## src/rtl/alu_pkg.sv

```systemverilog
// Shared definitions for the pipelined ALU: opcodes, flag bit positions,
// controller states and a small flag-packing helper.
package alu_pkg;

  typedef enum logic [2:0] {
    OP_ADD = 3'b000,
    OP_OR  = 3'b001,
    OP_MUL = 3'b010,
    OP_SLL = 3'b011,
    OP_AND = 3'b100,
    OP_SUB = 3'b101,
    OP_XOR = 3'b110,
    OP_CMP = 3'b111
  } opcode_e;

  localparam int FLAG_Z = 0;
  localparam int FLAG_S = 1;
  localparam int FLAG_C = 2;
  localparam int FLAG_V = 3;

  typedef enum logic {
    IDLE = 1'b0,
    MUL  = 1'b1
  } state_e;

  // Place the four condition bits at their architectural positions.
  function automatic logic [3:0] pack_flags(input logic v, input logic c,
                                            input logic s, input logic z);
    logic [3:0] f;
    f         = 4'b0000;
    f[FLAG_V] = v;
    f[FLAG_C] = c;
    f[FLAG_S] = s;
    f[FLAG_Z] = z;
    return f;
  endfunction

endpackage

```

## src/rtl/alu_mul_iter.sv

```systemverilog
// Iterative shift-add multiplier: one multiplier bit retired per cycle.
// The product register starts as {0, b}; each step conditionally adds the
// multiplicand into the upper half and shifts the whole register right.
module alu_mul_iter
  import alu_pkg::*;
#(
  parameter int WIDTH = 32
) (
  input  logic             clk,
  input  logic             rst_n,
  input  logic             start,
  input  logic [WIDTH-1:0] a,
  input  logic [WIDTH-1:0] b,
  output logic             busy,
  output logic             done,
  output logic [WIDTH-1:0] prod_lo,
  output logic             hi_nz
);

  localparam int CNT_W = $clog2(WIDTH + 1);

  logic [WIDTH-1:0]   mcand_q;
  logic [2*WIDTH-1:0] prod_q;
  logic [CNT_W-1:0]   cnt_q;
  logic               done_q;

  logic [WIDTH-1:0]   addend_s;
  logic [WIDTH:0]     acc_s;
  logic [2*WIDTH-1:0] step_s;

  // One shift-add step on the current product register.
  always_comb begin
    addend_s = prod_q[0] ? mcand_q : {WIDTH{1'b0}};
    acc_s    = {1'b0, prod_q[2*WIDTH-1:WIDTH]} + {1'b0, addend_s};
    step_s   = {acc_s, prod_q[WIDTH-1:1]};
  end

  // Operand capture on start, then WIDTH steps; done pulses once the count hits zero.
  always_ff @(posedge clk or negedge rst_n) begin
    if (!rst_n) begin
      mcand_q <= {WIDTH{1'b0}};
      prod_q  <= {(2*WIDTH){1'b0}};
      cnt_q   <= {CNT_W{1'b0}};
      done_q  <= 1'b0;
    end else if (start) begin
      mcand_q <= a;
      prod_q  <= {{WIDTH{1'b0}}, b};
      cnt_q   <= CNT_W'(WIDTH);
      done_q  <= 1'b0;
    end else if (cnt_q != {CNT_W{1'b0}}) begin
      prod_q  <= step_s;
      cnt_q   <= cnt_q - CNT_W'(1);
      done_q  <= (cnt_q == CNT_W'(1));
    end else begin
      done_q  <= 1'b0;
    end
  end

  assign busy    = (cnt_q != {CNT_W{1'b0}});
  assign done    = done_q;
  assign prod_lo = prod_q[WIDTH-1:0];
  assign hi_nz   = |prod_q[2*WIDTH-1:WIDTH];

endmodule

```

## src/rtl/alu_pipe.sv

```systemverilog
// Single-issue ALU with a valid/ready front and back end. Simple ops
// complete in one cycle; MUL is handed to the iterative multiplier and the
// controller waits in MUL until the product is ready.
module alu_pipe
  import alu_pkg::*;
#(
  parameter int WIDTH  = 32,
  parameter int MUL_EN = 1
) (
  input  logic             clk,
  input  logic             rst_n,
  input  logic             in_valid,
  output logic             in_ready,
  input  logic [2:0]       inst,
  input  logic [WIDTH-1:0] da,
  input  logic [WIDTH-1:0] db,
  output logic             out_valid,
  input  logic             out_ready,
  output logic [WIDTH-1:0] out,
  output logic [3:0]       flags,
  output logic             out_wb
);

  localparam int SHW = $clog2(WIDTH);

  state_e           state_q, state_d;
  logic [WIDTH-1:0] out_q, out_d;
  logic [3:0]       flags_q, flags_d;
  logic             wb_q, wb_d;
  logic             valid_q, valid_d;

  opcode_e          op_s;
  logic             accept_s;
  logic             is_mul_s;
  logic             mul_start_s;
  logic             mul_busy_s;
  logic             mul_done_s;
  logic             mul_hi_nz_s;
  logic [WIDTH-1:0] mul_prod_s;

  logic [WIDTH:0]     add_s;
  logic [WIDTH:0]     sub_s;
  logic [SHW-1:0]     shamt_s;
  logic [2*WIDTH-1:0] sll_s;
  logic               add_ovf_s;
  logic               sub_ovf_s;
  logic [WIDTH-1:0]   res_s;
  logic               res_c_s;
  logic               res_v_s;
  logic               res_wb_s;
  logic [3:0]         res_flags_s;

  assign op_s     = opcode_e'(inst);
  assign in_ready = (state_q == IDLE) && !mul_busy_s && (!valid_q || out_ready);
  assign accept_s = in_valid && in_ready;
  assign is_mul_s = (op_s == OP_MUL) && (MUL_EN != 0);

  if (MUL_EN != 0) begin : g_mul
    alu_mul_iter #(.WIDTH(WIDTH)) u_mul (
      .clk     (clk),
      .rst_n   (rst_n),
      .start   (mul_start_s),
      .a       (da),
      .b       (db),
      .busy    (mul_busy_s),
      .done    (mul_done_s),
      .prod_lo (mul_prod_s),
      .hi_nz   (mul_hi_nz_s)
    );
  end else begin : g_no_mul
    assign mul_busy_s  = 1'b0;
    assign mul_done_s  = 1'b0;
    assign mul_prod_s  = {WIDTH{1'b0}};
    assign mul_hi_nz_s = 1'b0;
  end

  // Single-cycle datapath; MUL only reaches here when the multiplier is absent and behaves as ADD.
  always_comb begin
    add_s     = {1'b0, da} + {1'b0, db};
    sub_s     = {1'b0, da} - {1'b0, db};
    shamt_s   = db[SHW-1:0];
    sll_s     = {{WIDTH{1'b0}}, da} << shamt_s;
    add_ovf_s = (da[WIDTH-1] == db[WIDTH-1]) && (add_s[WIDTH-1] != da[WIDTH-1]);
    sub_ovf_s = (da[WIDTH-1] != db[WIDTH-1]) && (sub_s[WIDTH-1] != da[WIDTH-1]);
    res_s     = add_s[WIDTH-1:0];
    res_c_s   = add_s[WIDTH];
    res_v_s   = add_ovf_s;
    res_wb_s  = 1'b1;
    case (op_s)
      OP_ADD, OP_MUL: begin
        res_s   = add_s[WIDTH-1:0];
        res_c_s = add_s[WIDTH];
        res_v_s = add_ovf_s;
      end
      OP_SUB: begin
        res_s   = sub_s[WIDTH-1:0];
        res_c_s = sub_s[WIDTH];
        res_v_s = sub_ovf_s;
      end
      OP_CMP: begin
        res_s    = sub_s[WIDTH-1:0];
        res_c_s  = sub_s[WIDTH];
        res_v_s  = sub_ovf_s;
        res_wb_s = 1'b0;
      end
      OP_AND: begin
        res_s   = da & db;
        res_c_s = 1'b0;
        res_v_s = 1'b0;
      end
      OP_OR: begin
        res_s   = da | db;
        res_c_s = 1'b0;
        res_v_s = 1'b0;
      end
      OP_XOR: begin
        res_s   = da ^ db;
        res_c_s = 1'b0;
        res_v_s = 1'b0;
      end
      OP_SLL: begin
        // The bit just above the result is the last one shifted out; zero for a zero shift.
        res_s   = sll_s[WIDTH-1:0];
        res_c_s = sll_s[WIDTH];
        res_v_s = 1'b0;
      end
      default: begin
        res_s   = add_s[WIDTH-1:0];
        res_c_s = add_s[WIDTH];
        res_v_s = add_ovf_s;
      end
    endcase
    res_flags_s = pack_flags(res_v_s, res_c_s, res_s[WIDTH-1], res_s == {WIDTH{1'b0}});
  end

  // Controller next state and result-register updates.
  always_comb begin
    state_d     = state_q;
    out_d       = out_q;
    flags_d     = flags_q;
    wb_d        = wb_q;
    valid_d     = valid_q;
    mul_start_s = 1'b0;
    case (state_q)
      IDLE: begin
        if (accept_s && is_mul_s) begin
          // Acceptance implies any pending result retires now.
          state_d     = MUL;
          mul_start_s = 1'b1;
          valid_d     = 1'b0;
        end else if (accept_s) begin
          out_d   = res_s;
          flags_d = res_flags_s;
          wb_d    = res_wb_s;
          valid_d = 1'b1;
        end else if (out_ready) begin
          valid_d = 1'b0;
        end else begin
          valid_d = valid_q;
        end
      end
      MUL: begin
        if (mul_done_s) begin
          out_d   = mul_prod_s;
          flags_d = pack_flags(1'b0, mul_hi_nz_s, mul_prod_s[WIDTH-1],
                               mul_prod_s == {WIDTH{1'b0}});
          wb_d    = 1'b1;
          valid_d = 1'b1;
          state_d = IDLE;
        end else begin
          state_d = MUL;
          valid_d = 1'b0;
        end
      end
      default: begin
        state_d = IDLE;
        valid_d = 1'b0;
      end
    endcase
  end

  // State and registered outputs; reset clears everything immediately.
  always_ff @(posedge clk or negedge rst_n) begin
    if (!rst_n) begin
      state_q <= IDLE;
      out_q   <= {WIDTH{1'b0}};
      flags_q <= 4'b0000;
      wb_q    <= 1'b0;
      valid_q <= 1'b0;
    end else begin
      state_q <= state_d;
      out_q   <= out_d;
      flags_q <= flags_d;
      wb_q    <= wb_d;
      valid_q <= valid_d;
    end
  end

  assign out       = out_q;
  assign flags     = flags_q;
  assign out_wb    = wb_q;
  assign out_valid = valid_q;

endmodule

```

## config.mk

```make
export PLATFORM = sky130hd
export DESIGN_NAME = alu_pipe
export DESIGN_NICKNAME = d
export VERILOG_FILES = /design/src/rtl/alu_pkg.sv /design/src/rtl/alu_mul_iter.sv /design/src/rtl/alu_pipe.sv
export SDC_FILE = /design/constraint.sdc
export NUM_CORES = 1
export LEC_CHECK = 0
export CORE_ASPECT_RATIO = 1.25
export CORE_MARGIN = 1
export CORE_UTILIZATION = 45
export CTS_BUF_LIST = sky130_fd_sc_hd__clkbuf_8
export CTS_CLUSTER_SIZE = 10
export DETAILED_ROUTE_END_ITERATION = 6
export HOLD_SLACK_MARGIN = 0.1
export PLACE_DENSITY = 0.62
export REMOVE_ABC_BUFFERS = 1
export SYNTH_ARGS = -nofsm -noshare
export SYNTH_HDL_FRONTEND = slang
export SYNTH_SLANG_ARGS = --single-unit
```

## constraint.sdc

```tcl
create_clock -name clk -period 4.2 [get_ports clk]
set_clock_uncertainty 0.15 [all_clocks]
set_input_delay 0.63 -clock clk [delete_from_list [all_inputs] [get_ports clk]]
set_output_delay 0.63 -clock clk [all_outputs]
set_load 0.02 [all_outputs]
```

Word level (Yosys, flattened, before mapping). Index checks and enable logic that the tools add are counted.

Shift-type cells: 1. Bitwise operators: 4. Reduce and logical (&&, ||, !) cells: 20. Eq/ne operators: 16. Mux-type cells: 32. Add/subtract/negate cells: 4.

Operators with widths (number): 32-bit one-hot mux with 6 select lines (1); 32-bit 2-to-1 mux (4); 64-bit 2-to-1 mux (2); 32-bit by 32-bit adder with 33-bit output (2); 32-bit zero test (2); 32-bit one-hot mux with 2 select lines (1); 32-bit by 5-bit left shift with 33-bit output (1); 32-bit by 32-bit subtractor with 33-bit output (1); 32-bit bitwise AND (1); 32-bit bitwise OR (1); 32-bit OR reduction (1); 32-bit XOR (1); 1-bit 2-to-1 mux (13); 3-bit equality test (second input constant) (4); 4-bit 2-to-1 mux (3); 6-bit 2-to-1 mux (2); 4-bit one-hot mux with 2 select lines (1); 3-bit by 2-bit equality test with 1-bit output (second input constant) (2); 6-bit by 1-bit equality test with 1-bit output (second input constant) (1); 1-bit logical AND (6); 1-bit one-hot mux with 2 select lines (3); 6-bit nonzero test (1); 6-bit by 1-bit subtractor with 6-bit output (second input constant) (1); 2-bit != test (second input constant) (2); other kinds (16) (20).

Flip-flop bits (word level): 142. Logic and storage cells: 86. Input bits: 71. Output and inout bits: 39.

Depth between registers and ports, before layout. Gate-level depths: netlist of run 1.

Word-level depth: 9. Mapped depth: 17. Depth with buffers taken out: 16.

By module. Synthesis of run 1 repeated with hierarchy kept, for this count alone.

Cell total of the unflattened synthesis: 2079. Area total of the unflattened synthesis: 16090.4 sq um.

Modules (own cells, without submodules): alu_pipe (times used 1, area each 9539.1 sq um, seq. area each 950.9 sq um, cells an instance 1360); alu_mul_iter (times used 1, area each 6551.3 sq um, seq. area each 2577.5 sq um, cells an instance 719).

Worst setup path before layout of run 1. Ideal clock, no wire load.

Path kind: in2reg. Start: in db[1]. End: reg flags_q[0], in the netlist flags[0]. Path buffers: 3. Slack: -515 ps. Data required time: 3984 ps. Arrival: 4499 ps. Library setup time: 66 ps. Cell stages on the path: 17. Path through: clkbuf_1 -> inv_2 -> buf_1 -> clkbuf_1 -> ha_1 -> or2_1 -> a221oi_2 -> nor2_1 -> o31a_1 -> o211a_1 -> o41a_1 -> xor2_1 -> a221oi_1 -> nand3b_1 -> nor4_1 -> nand4_1 -> nand2_1.

Cells in the longest elaborated chain, start to end: 6. Elaborated cells between the ends (all ways): 11. Those cells by class: 2 x add/sub; 1 x shift; 4 x mux; 3 x bitwise; 1 x reduce/logical.

Ends and longest elaborated chain: start: declaration (line alu_pipe.sv:16) `input logic [WIDTH-1:0] db,`; 32-bit by 32-bit subtractor with 33-bit output, or another cell as far along (line alu_pipe.sv:80) `sub_s = {1'b0, da} - {1'b0, db};`; 32-bit one-hot mux with 6 select lines (*) (line alu_pipe.sv:89) `case (op_s)`; 32-bit zero test (*) (line alu_pipe.sv:133) `res_flags_s = pack_flags(res_v_s, res_c_s, res_s[WIDTH-1], res_s == {WIDTH{1'b0}});`; 4-bit 2-to-1 mux (*) (line alu_pipe.sv:151) `end else if (accept_s) begin`; 4-bit 2-to-1 mux (*) (line alu_pipe.sv:146) `if (accept_s && is_mul_s) begin`; 4-bit one-hot mux with 2 select lines (*) (line alu_pipe.sv:144) `case (state_q)`; end signal: assignment (line alu_pipe.sv:193) `flags_q <= flags_d;`; end: declaration (line alu_pipe.sv:28) `logic [3:0] flags_q, flags_d;`.

Mark *: on every way between the ends. The rest lies on a longest branch, timed or not. The select of a mux whose other input is x is not followed. A chain may end at the register's enable or synchronous reset.

Final worst setup path of run 1.
Start: in da[1]. End: reg flags_q[0], in the netlist flags[0].

Cells in the longest elaborated chain, start to end: 6. Elaborated cells between the ends (all ways): 11. Those cells by class: 2 x add/sub; 1 x shift; 4 x mux; 3 x bitwise; 1 x reduce/logical.

Ends and longest elaborated chain: start: declaration (line alu_pipe.sv:15) `input logic [WIDTH-1:0] da,`; 32-bit by 32-bit subtractor with 33-bit output, or another cell as far along (line alu_pipe.sv:80); 32-bit one-hot mux with 6 select lines (*) (line alu_pipe.sv:89); 32-bit zero test (*) (line alu_pipe.sv:133); 4-bit 2-to-1 mux (*) (line alu_pipe.sv:151); 4-bit 2-to-1 mux (*) (line alu_pipe.sv:146); 4-bit one-hot mux with 2 select lines (*) (line alu_pipe.sv:144).

Marked as above.

==> flow_metrics.tcl, run 1 <==
set metrics [dict create \
    netlist_area_sq_mm 0.0145 \
    clkSinkCount 141 \
    dr.first_iter.drc_count 1440 \
    final-instance-count-excl-fill 2674 \
    synth-xor-area-share 0.0424 \
    post-dp-hpwl_microns 47500 \
    num-fill-cells 2926 \
    clock_power_share 0.155 \
    avgSynthCellArea_sq_um 7.78 \
    cap_violations 0 \
    grt_max_degree 87 \
    dpl.cell_count 2636 \
    final_area_sq_mm 0.0191 \
    layout_setup_ws_ns 0.123 \
    hp-class "flip-flop to flip-flop" \
    min-delay-start "g_mul.u_mul.mcand_q[0]" \
    numCtsBuffers 17 \
    p_switching_mw 3.30 \
    drt_wl_total_microns 59600 \
    drive_gt1_frac 0.221 \
    drtAntennaViolNets 0 \
    startpoint_type "input port" \
    antenna_found_initial 1 \
    crit_type "input port to flip-flop" \
    min_to "g_mul.u_mul.mcand_q[0]" \
    reg2reg_to "flags[0]" \
    cts_tree "built" \
    reg2reg_from "g_mul.u_mul.cnt_q[1]" \
    synth_top_family_by_area "compound AO/OA/AOI/OAI gates" \
    post-place-ws_ns -0.806 \
    rrSetupSlack_ns 0.21 \
    die_w_microns 162 \
    p_leak_nw 9.13 \
    placed_area_sq_mm 0.0185 \
    fmax_ghz 0.245 \
    grt_setup_unrepaired "yes" \
    synth_cell_types 79 \
    synth_fa_ha_area_frac 0.117 \
    cts_max_path_buffers 2 \
    hold_path_depth 2 \
    coreArea_sq_mm 0.0317 \
    critPathCaptureType "flip-flop" \
    synth-compound-area-share 0.269 \
    maxSlewViolCount 0 \
    synth_simple_gate_area_frac 0.188 \
    reg2reg_depth 15 \
    die_h_microns 202 \
    peakVddDrop_v 0.000327 \
    layout.nets 2454 \
    place_congestion 1.04 \
    synth-edff-count 0 \
    met1_usage 0.434 \
    n_antenna_cell 0 \
    rows 73 \
    met3_usage 0.0632 \
    crit_arrival_ns 4.35 \
    async_flop_share 1.00 \
    vias 15800 \
    via_per_inst 5.92 \
    pwr_density_cell_mw_per_mm2 390 \
    cts.clk_slew.worst_paths_ns 0.09 \
    intPower_mw 4.16 \
    holdWs_ns 0.329 \
    initial_core_util 0.456 \
    ys_seq_area_frac 0.244 \
    grt_use_met2 0.626 \
    grtUsageTotal 0.365 \
    outcome "finished, final reports clean" \
    period_needed_ns 4.08 \
    grt_pass1_wl_microns 90600 \
    ys_ff_latch 141 \
    grt_pass1_vias 15700 \
    pwr-share-seq 0.310 \
    syn_inst 1858 \
    drc_errors 0 \
    tightestPinTransition_ns 1.13 \
    hold_viol 0 \
    syn2layout_area_growth_pct 32.3 \
    root_buffer "clkbuf_8" \
    crit_fanout 3 \
    ys.flop_type "dfrtp_1" \
    dr.pass1.iters 5 \
    wl_per_cell_microns 22.3 \
    setup_violations 0 \
    required_ns 4.47 \
    yosysWarnings 0 \
    slew-limit-headroom 0.247 \
    synth_mux_area_frac 0.0775 \
    clkLatencyLatePin_ns 0.51 \
    swShare 0.442 \
    grt.overflow.total 0 \
    port-buffer-count 109 \
    htree_levels 4 \
    finalCritPeriodShare 0.971 \
    die_area_sq_mm 0.0329 \
    grt_busiest_layer "met2" \
    fin_setup_tns_ns 0 \
    pwr-share-comb 0.535 \
    io_pins 110 \
]
[cell type report]
class | count | area, sq um | share of cell area
clock inverter | 15 | 151 | 0.00792
timing repair buffer | 493 | 3990 | 0.209
sequential | 141 | 3530 | 0.184
clock buffer | 17 | 234 | 0.0122
tap | 412 | 515 | 0.0270
multi-input combinational | 1484 | 10300 | 0.538
inverter | 112 | 420 | 0.0220
[layer usage]
| metal | vias up | share of wire | routed length (microns) |
|---|---|---|---|
| met1 | 7536 | 0.40 | 23900 |
| li1 | 7512 | - | - |
| met5 | - | 0 | 0 |
| met4 | 0 | 0.053 | 3160 |
| met2 | 602 | 0.49 | 28900 |
| met3 | 171 | 0.061 | 3630 |
[cell usage in the layout (no fill, tap or decap), drive strengths merged, types with 9 or more instances in the layout]
master	Yosys	final
xor2	23	23
o211ai	22	22
o21ai	139	139
and2	36	36
mux2	16	16
clkbuf	101	17
a21o	30	30
mux2i	76	76
nor3	31	31
nor4	24	24
o31ai	15	15
a221oi	11	11
buf	20	386
ha	131	131
a211oi	28	28
o221ai	12	12
o22ai	24	24
dfrtp	141	141
a21oi	157	157
nor2	138	138
nand2	218	218
inv	112	121
nor2b	10	10
xnor2	47	47
a31oi	17	17
a22oi	36	36
o21a	16	16
nand2b	22	22
o311ai	9	9
clkdlybuf4s50	0	104
nand4	17	17
o21bai	13	13
nand3	44	44
[worst max path at each step]
| stage | cells after the start | startpoint | to |
|---|---|---|---|
| 2_1_floorplan | 7 | g_mul.u_mul.cnt_q[0] | g_mul.u_mul.prod_q[63] |
| 3_3_place_gp | 15 | db[1] | flags[0] |
| 3_5_place_dp | 15 | db[1] | flags[0] |
| 4_1_cts | 17 | da[0] | flags[0] |
| 5_1_grt | 15 | da[1] | flags[0] |
| 6_report | 15 | da[1] | flags[0] |
[power by group through the flow]
stage	Clock, mW	Sequential, mW	Combinational [mW]
6_report	1.15	2.32	3.99
3_3_place_gp	0	2.32	3.81
3_5_place_dp	0	2.33	3.88
2_1_floorplan	0	2.44	1.94
5_1_grt	1.24	2.38	4.33
4_1_cts	1.19	2.31	3.91
[synth_stat cells, types with 30 or more instances]
cell	n	share of area
nor3_1	31	0.011
a21oi_1	157	0.054
clkbuf_1	101	0.026
a21o_1	30	0.016
xnor2_1	47	0.028
a22oi_1	36	0.019
nand2_1	218	0.057
inv_1	99	0.026
nand3_1	44	0.015
mux2i_1	76	0.053
dfrtp_1	141	0.24
o21ai_1	41	0.014
nor2_1	138	0.036
ha_1	131	0.11
o21ai_0	98	0.034
and2_1	36	0.016
[critical path, stage by stage]
cell and delay (ns):
clkdlybuf4s50_1 0.48, inv_1 0.06, ha_1 0.32, or2_1 0.26, a221oi_4 0.30, nor2_2 0.11
o31a_1 0.36, o211a_4 0.30, o41a_1 0.40, xor2_1 0.16, a221oi_2 0.25, nand3b_1 0.19
nor4_4 0.31, nand4_1 0.12, nand2_1 0.10
[sequential cells by signal, summed over array words and instances (netlist names)]
signal,count
flags,4
g_mul.u_mul.cnt_q,6
g_mul.u_mul.done,1
g_mul.u_mul.mcand_q,32
g_mul.u_mul.prod_q,64
out,31
out_valid,1
out_wb,1
state_q,1
[through the flow]
stage	utilization	total power, mW
floorplan	-	4.38
global placement	0.583	6.13
detailed placement	0.583	6.21
CTS	0.597	7.41
global route	0.603	7.94
finish	0.603	7.46
[kinds of logic (layout without fill, tap and decap cells)]
kind of cell / Yosys count / in the layout
muxes: 100 / 100
DFF: 141 / 141
and+or+nand+nor: 580 / 580
AOI/OAI and AO/OA: 600 / 600
adders and majority gates: 134 / 134
buffers and inverters: 233 / 637
xor gates and xnor gates: 70 / 70
[what timing repair did]
| action | in CTS | in global routing |
|---|---|---|
| pin swaps | 3 | 11 |
| hold buffers | 1 | 0 |
| endpoints found under the setup margin | 1 | 11 |
| setup buffers | 0 | 5 |
| gates cloned | 0 | 0 |
| endpoints found under the hold margin | 66 | 0 |
| resized for setup | 8 | 32 |
No activity file was read; power rests on OpenSTA's default activity.
==> run 2: changes to the inputs <==
Settings changed: CELL_PAD_IN_SITES_DETAIL_PLACEMENT set to 0, CELL_PAD_IN_SITES_GLOBAL_PLACEMENT set to 2, CORE_MARGIN 1 to 2, CORE_UTILIZATION 45 to 37, PLACE_DENSITY 0.62 to 0.82.
==> flow_metrics.tcl, run 2 (synthesized netlist as in run 1, its figures left out) <==
set metrics [dict create \
    outcome "finished, final reports clean" \
    crit_fanout 4 \
    pwr_density_cell_mw_per_mm2 386 \
    intPower_mw 4.17 \
    critPathCaptureType "flip-flop" \
    fmax_ghz 0.244 \
    place_congestion 1.01 \
    cts_max_path_buffers 2 \
    clock_power_share 0.151 \
    swShare 0.441 \
    p_leak_nw 9.18 \
    reg2reg_from "g_mul.u_mul.cnt_q[1]" \
    maxSlewViolCount 0 \
    path_cells "clkdlybuf4s50_1, buf_4, ha_1, fa_1, a211oi_1, o21a_1, a211o_1, buf_4, nand3_1, a31oi_1, buf_4, o31ai_1, a2111oi_1, nor2_1, a31oi_1, o21ai_1" \
    crit_type "input port to flip-flop" \
    min-delay-start "g_mul.u_mul.mcand_q[26]" \
    htree_levels 4 \
    largest_register_ff_count 64 \
    p_switching_mw 3.28 \
    vias 15800 \
    initial_core_util 0.377 \
    holdWs_ns 0.326 \
    pwr-share-seq 0.313 \
    largest_register "g_mul.u_mul.prod_q" \
    cp-startpoint "da[0]" \
    grt_pass1_vias 15900 \
    numCtsBuffers 17 \
    dr.pass1.iters 5 \
    drc_errors 0 \
    io_pins 110 \
    crit_family "compound AO/OA/AOI/OAI gates" \
    setup_violations 0 \
    wl_per_cell_microns 23.0 \
    post-dp-hpwl_microns 51000 \
    grt_max_degree 88 \
    cts_setup_buffers 0 \
    pwr-share-comb 0.536 \
    grt.overflow.total 0 \
    dpl.cell_count 2737 \
    port-buffer-count 109 \
    root_buffer "clkbuf_8" \
    drt_wl_total_microns 63700 \
    period_needed_ns 4.09 \
    layout.nets 2470 \
    clkSinkCount 141 \
    cts_tree "built" \
    layout_common_cells "buf_4 (396), nand2_1 (218), a21oi_1 (156)" \
    final-instance-count-excl-fill 2771 \
    via_per_inst 5.69 \
    crit_buf_inv 4 \
    tightestPinTransition_ns 0.981 \
    die_h_microns 225 \
    die_area_sq_mm 0.0407 \
    clkLatencyLatePin_ns 0.52 \
    hold_viol 0 \
    drtAntennaViolNets 0 \
    die_w_microns 181 \
    hp-class "flip-flop to flip-flop" \
    required_ns 4.45 \
    slew-limit-headroom 0.340 \
    rows 80 \
    drive_gt1_frac 0.222 \
    grt_pass1_wl_microns 95800 \
    peakVddDrop_v 0.000242 \
    post-place-ws_ns -0.583 \
    finalCritPeriodShare 0.975 \
    cts.clk_slew.worst_paths_ns 0.09 \
    fin_setup_tns_ns 0 \
    coreArea_sq_mm 0.0383 \
    syn2layout_area_growth_pct 33.3 \
    slowest_stage "a2111oi_1" \
    crit_arrival_ns 4.35 \
    startpoint_type "input port" \
    total_power_mw 7.45 \
    cap_violations 0 \
    layout_setup_ws_ns 0.107 \
    dr.first_iter.drc_count 1208 \
    antenna_found_initial 3 \
    cpMostUsedCell "buf_4" \
    critPathMaxStageDelay_ns 0.51 \
    final_common_cell "buf_4" \
    grtUsageTotal 0.312 \
]
-- run 2: changes by cell type in the layout (fill, tap and decap cells not counted), sizes merged --
| cell | change |
|---|---|
| buf | +16 |
| clkbuf | +2 |
| clkdlybuf4s50 | +2 |
| clkinv | +1 |
| diode | +2 |
| dlygate4sd2 | -1 |
| dlymetal6s2s | -1 |
| inv | -4 |
-- run 2: worst register-to-register path, delay by kind of cell (launching register included) --
kind,cells,cell delay (ns)
simple gates,11,3.04
compound gates,1,0.08
buf+inv,1,0.11
flops,1,0.41
fa+ha+maj,1,0.20
-- run 2: power groups by stage --
stage                     registers [mW]  clock network (mW)  logic, mW
after detailed placement            2.35                   0       3.95
after floorplan                     2.44                   0       1.94
after global routing                2.40                1.21       4.34
final                               2.33                1.12       3.99
after CTS                           2.33                1.17       3.97
after global placement              2.34                   0       3.92
-- run 2: final cells by class --
type,instances,area [sq um]
flip-flops and latches,141,3530
clock inverters,12,113
multi-input cells,1484,10200
clock buffers,19,262
inverters,112,420
diodes,2,5.00
fillers,3821,19100
well taps,492,616
repair buffers,509,4130
-- run 2: path summary, 6_finish.rpt --
path                                           endpoint  slack [ns]  depth (start not counted)
min in group asynchronous        g_mul.u_mul.prod_q[33]        0.55                          2
worst min-delay path            g_mul.u_mul.mcand_q[26]        0.33                          2
worst max register to register                 flags[0]        0.16                         14
worst min register to register  g_mul.u_mul.mcand_q[26]        0.33                          2
max in group asynchronous                       out[20]        2.54                          3
worst max-delay path                           flags[2]        0.11                         16
-- run 2: what timing repair did --
action	CTS	global route
resized for setup	1	24
pin swaps	0	2
hold buffers	1	0
endpoints found under the hold margin	86	0
endpoints found under the setup margin	1	18
-- run 2: per-stage QoR --
step / cell area [sq um] / utilization
after global routing: 19300 / 0.503
after global placement: 18800 / 0.489
after CTS: 19200 / 0.500
final: 19300 / 0.503
after detailed placement: 18800 / 0.489
after floorplan: 14000 / -
-- run 2: per-layer routing --
layer / vias to the layer above / share of wire / global-route usage
li1: 7558 / - / -
met1: 7634 / 0.40 / 0.363
met2: 445 / 0.50 / 0.559
met3: 137 / 0.047 / 0.0499
met4: 2 / 0.047 / 0.145
met5: - / 0.00027 / 0
==> run 3: changes to the inputs <==
Settings changed: CAP_MARGIN set to 40.
==> flow_metrics.tcl, run 3 (synthesized netlist as in run 1, its figures left out) <==
set metrics [dict create \
    outcome "finished, final reports clean" \
    root_buffer "clkbuf_8" \
    top_layer_used "met4" \
    pwr-share-seq 0.310 \
    largest_register "g_mul.u_mul.prod_q" \
    num-fill-cells 3889 \
    met1Wirelength_microns 26100 \
    crit_fanout 7 \
    port-buffer-count 109 \
    path_cells "clkdlybuf4s50_1, inv_1, ha_1, o211ai_1, o21a_1, a211o_1, nand3_1, a21oi_1, buf_4, buf_4, a21o_1, nor4b_1, buf_4, mux2i_1, o211ai_1, nor4_1, nand4_1, nand2_1" \
    startpoint_type "input port" \
    io_pins 110 \
    crit_arrival_ns 4.43 \
    intPower_mw 4.21 \
    post-dp-hpwl_microns 51400 \
    crit_type "input port to flip-flop" \
    rows 80 \
    clkSinkCount 141 \
    multi_input_area_sq_mm 0.0102 \
    place_congestion 1.01 \
    antenna_found_initial 3 \
    layout_common_cells "buf_4 (397), nand2_1 (218), a21oi_1 (156)" \
    vias 15800 \
    slowest_stage "clkdlybuf4s50_1" \
    dr.first_iter.drc_count 1226 \
    die_w_microns 181 \
    cap_violations 0 \
    drt_wl_total_microns 63800 \
    die_area_sq_mm 0.0407 \
    hold_viol 0 \
    die_h_microns 225 \
    grt.overflow.total 0 \
    holdWs_ns 0.328 \
    peakVddDrop_v 0.000252 \
    grtUsageTotal 0.314 \
    swShare 0.440 \
    critPathCaptureType "flip-flop" \
    hp-class "flip-flop to flip-flop" \
    dpl.cell_count 2740 \
    grt_max_degree 87 \
    layout.nets 2473 \
    regArea_sq_mm 0.00353 \
    cpMostUsedCell "buf_4" \
    numCtsBuffers 17 \
    wl_per_cell_microns 23.0 \
    final-instance-count-excl-fill 2775 \
    met2_length_microns 32400 \
    drtAntennaViolNets 0 \
    cts_setup_buffers 0 \
    largest_register_ff_count 64 \
    via_per_inst 5.70 \
    clkLatencyLatePin_ns 0.53 \
    syn2layout_area_growth_pct 33.9 \
    p_leak_nw 9.23 \
    route.met3.wl_microns 2650 \
    maxSlewViolCount 0 \
    setup_violations 0 \
    cts.clk_slew.worst_paths_ns 0.11 \
    drc_errors 0 \
    slew-limit-headroom 0.368 \
    tightestPinTransition_ns 0.936 \
    fmax_ghz 0.245 \
    grt_pass1_vias 16000 \
    pwr-share-comb 0.532 \
    required_ns 4.54 \
    pwr_density_cell_mw_per_mm2 389 \
    cts_max_path_buffers 2 \
    finalCritPeriodShare 0.973 \
    coreArea_sq_mm 0.0383 \
    grt_pass1_wl_microns 96100 \
    initial_core_util 0.377 \
    final_util 0.505 \
    htree_levels 4 \
    critPathMaxStageDelay_ns 0.53 \
    p_switching_mw 3.31 \
    dr.pass1.iters 6 \
    cts_tree "built" \
    clock_power_share 0.158 \
    period_needed_ns 4.09 \
    drive_gt1_frac 0.223 \
    final_common_cell "buf_4" \
]
==> run 3: what timing repair did <==
action	CTS	global route
setup endpoints to repair	1	16
hold endpoints to repair	141	0
pin swaps	0	0
hold buffers	1	0
resized for setup	1	22
==> run 3: final timing paths <==
| kind | slack (ns) | cells after the start | from | to |
|---|---|---|---|---|
| min in group asynchronous | 0.52 | 3 | rst_n | g_mul.u_mul.prod_q[33] |
| hold reg to reg | 0.33 | 2 | g_mul.u_mul.mcand_q[7] | g_mul.u_mul.mcand_q[7] |
| max in group asynchronous | 2.95 | 3 | rst_n | g_mul.u_mul.prod_q[23] |
| setup / recovery | 0.11 | 18 | da[5] | flags[0] |
| setup reg to reg | 0.17 | 14 | g_mul.u_mul.cnt_q[1] | flags[0] |
| hold / removal | 0.33 | 2 | g_mul.u_mul.mcand_q[7] | g_mul.u_mul.mcand_q[7] |
==> run 3: layout make-up <==
class / instances / area share
multi-input combinational: 1484 / 0.527
timing repair buffer: 512 / 0.216
sequential: 141 / 0.182
tap: 492 / 0.0318
inverter: 112 / 0.0217
clock buffer: 17 / 0.0121
clock inverter: 15 / 0.00834
antenna: 2 / 0.000258
==> run 3: power by group through the flow <==
stage	clock network (mW)	registers (mW)	logic, mW
after global placement	0	2.34	3.92
after detailed placement	0	2.35	3.96
after global routing	1.27	2.40	4.35
final	1.19	2.33	4.01
after floorplan	0	2.44	1.94
after CTS	1.23	2.33	3.98
==> run 3: critical path, delay by kind of cell <==
kind / cells / cell delay [ns]
compound gates: 6 / 1.16
buf+inv: 5 / 1.08
mux: 1 / 0.17
simple gates: 5 / 0.94
fa+ha+maj: 1 / 0.44
==> run 3: stage by stage <==
step	TNS (ns)	total power [mW]	cell area, sq um	worst slack [ns]
floorplan	0	4.38	14000	0.0361
global placement	-5.43	6.26	18800	-0.572
detailed placement	-5.33	6.31	18800	-0.592
CTS	0	7.54	19200	0.0350
global route	-0.0843	8.01	19400	-0.0461
finish	0	7.53	19400	0.113
==> run 3: per-layer routing <==
metal	track usage	vias up
met3	0.0377	113
met5	0	-
li1	-	7577
met1	0.372	7654
met2	0.569	471
met4	0.134	0
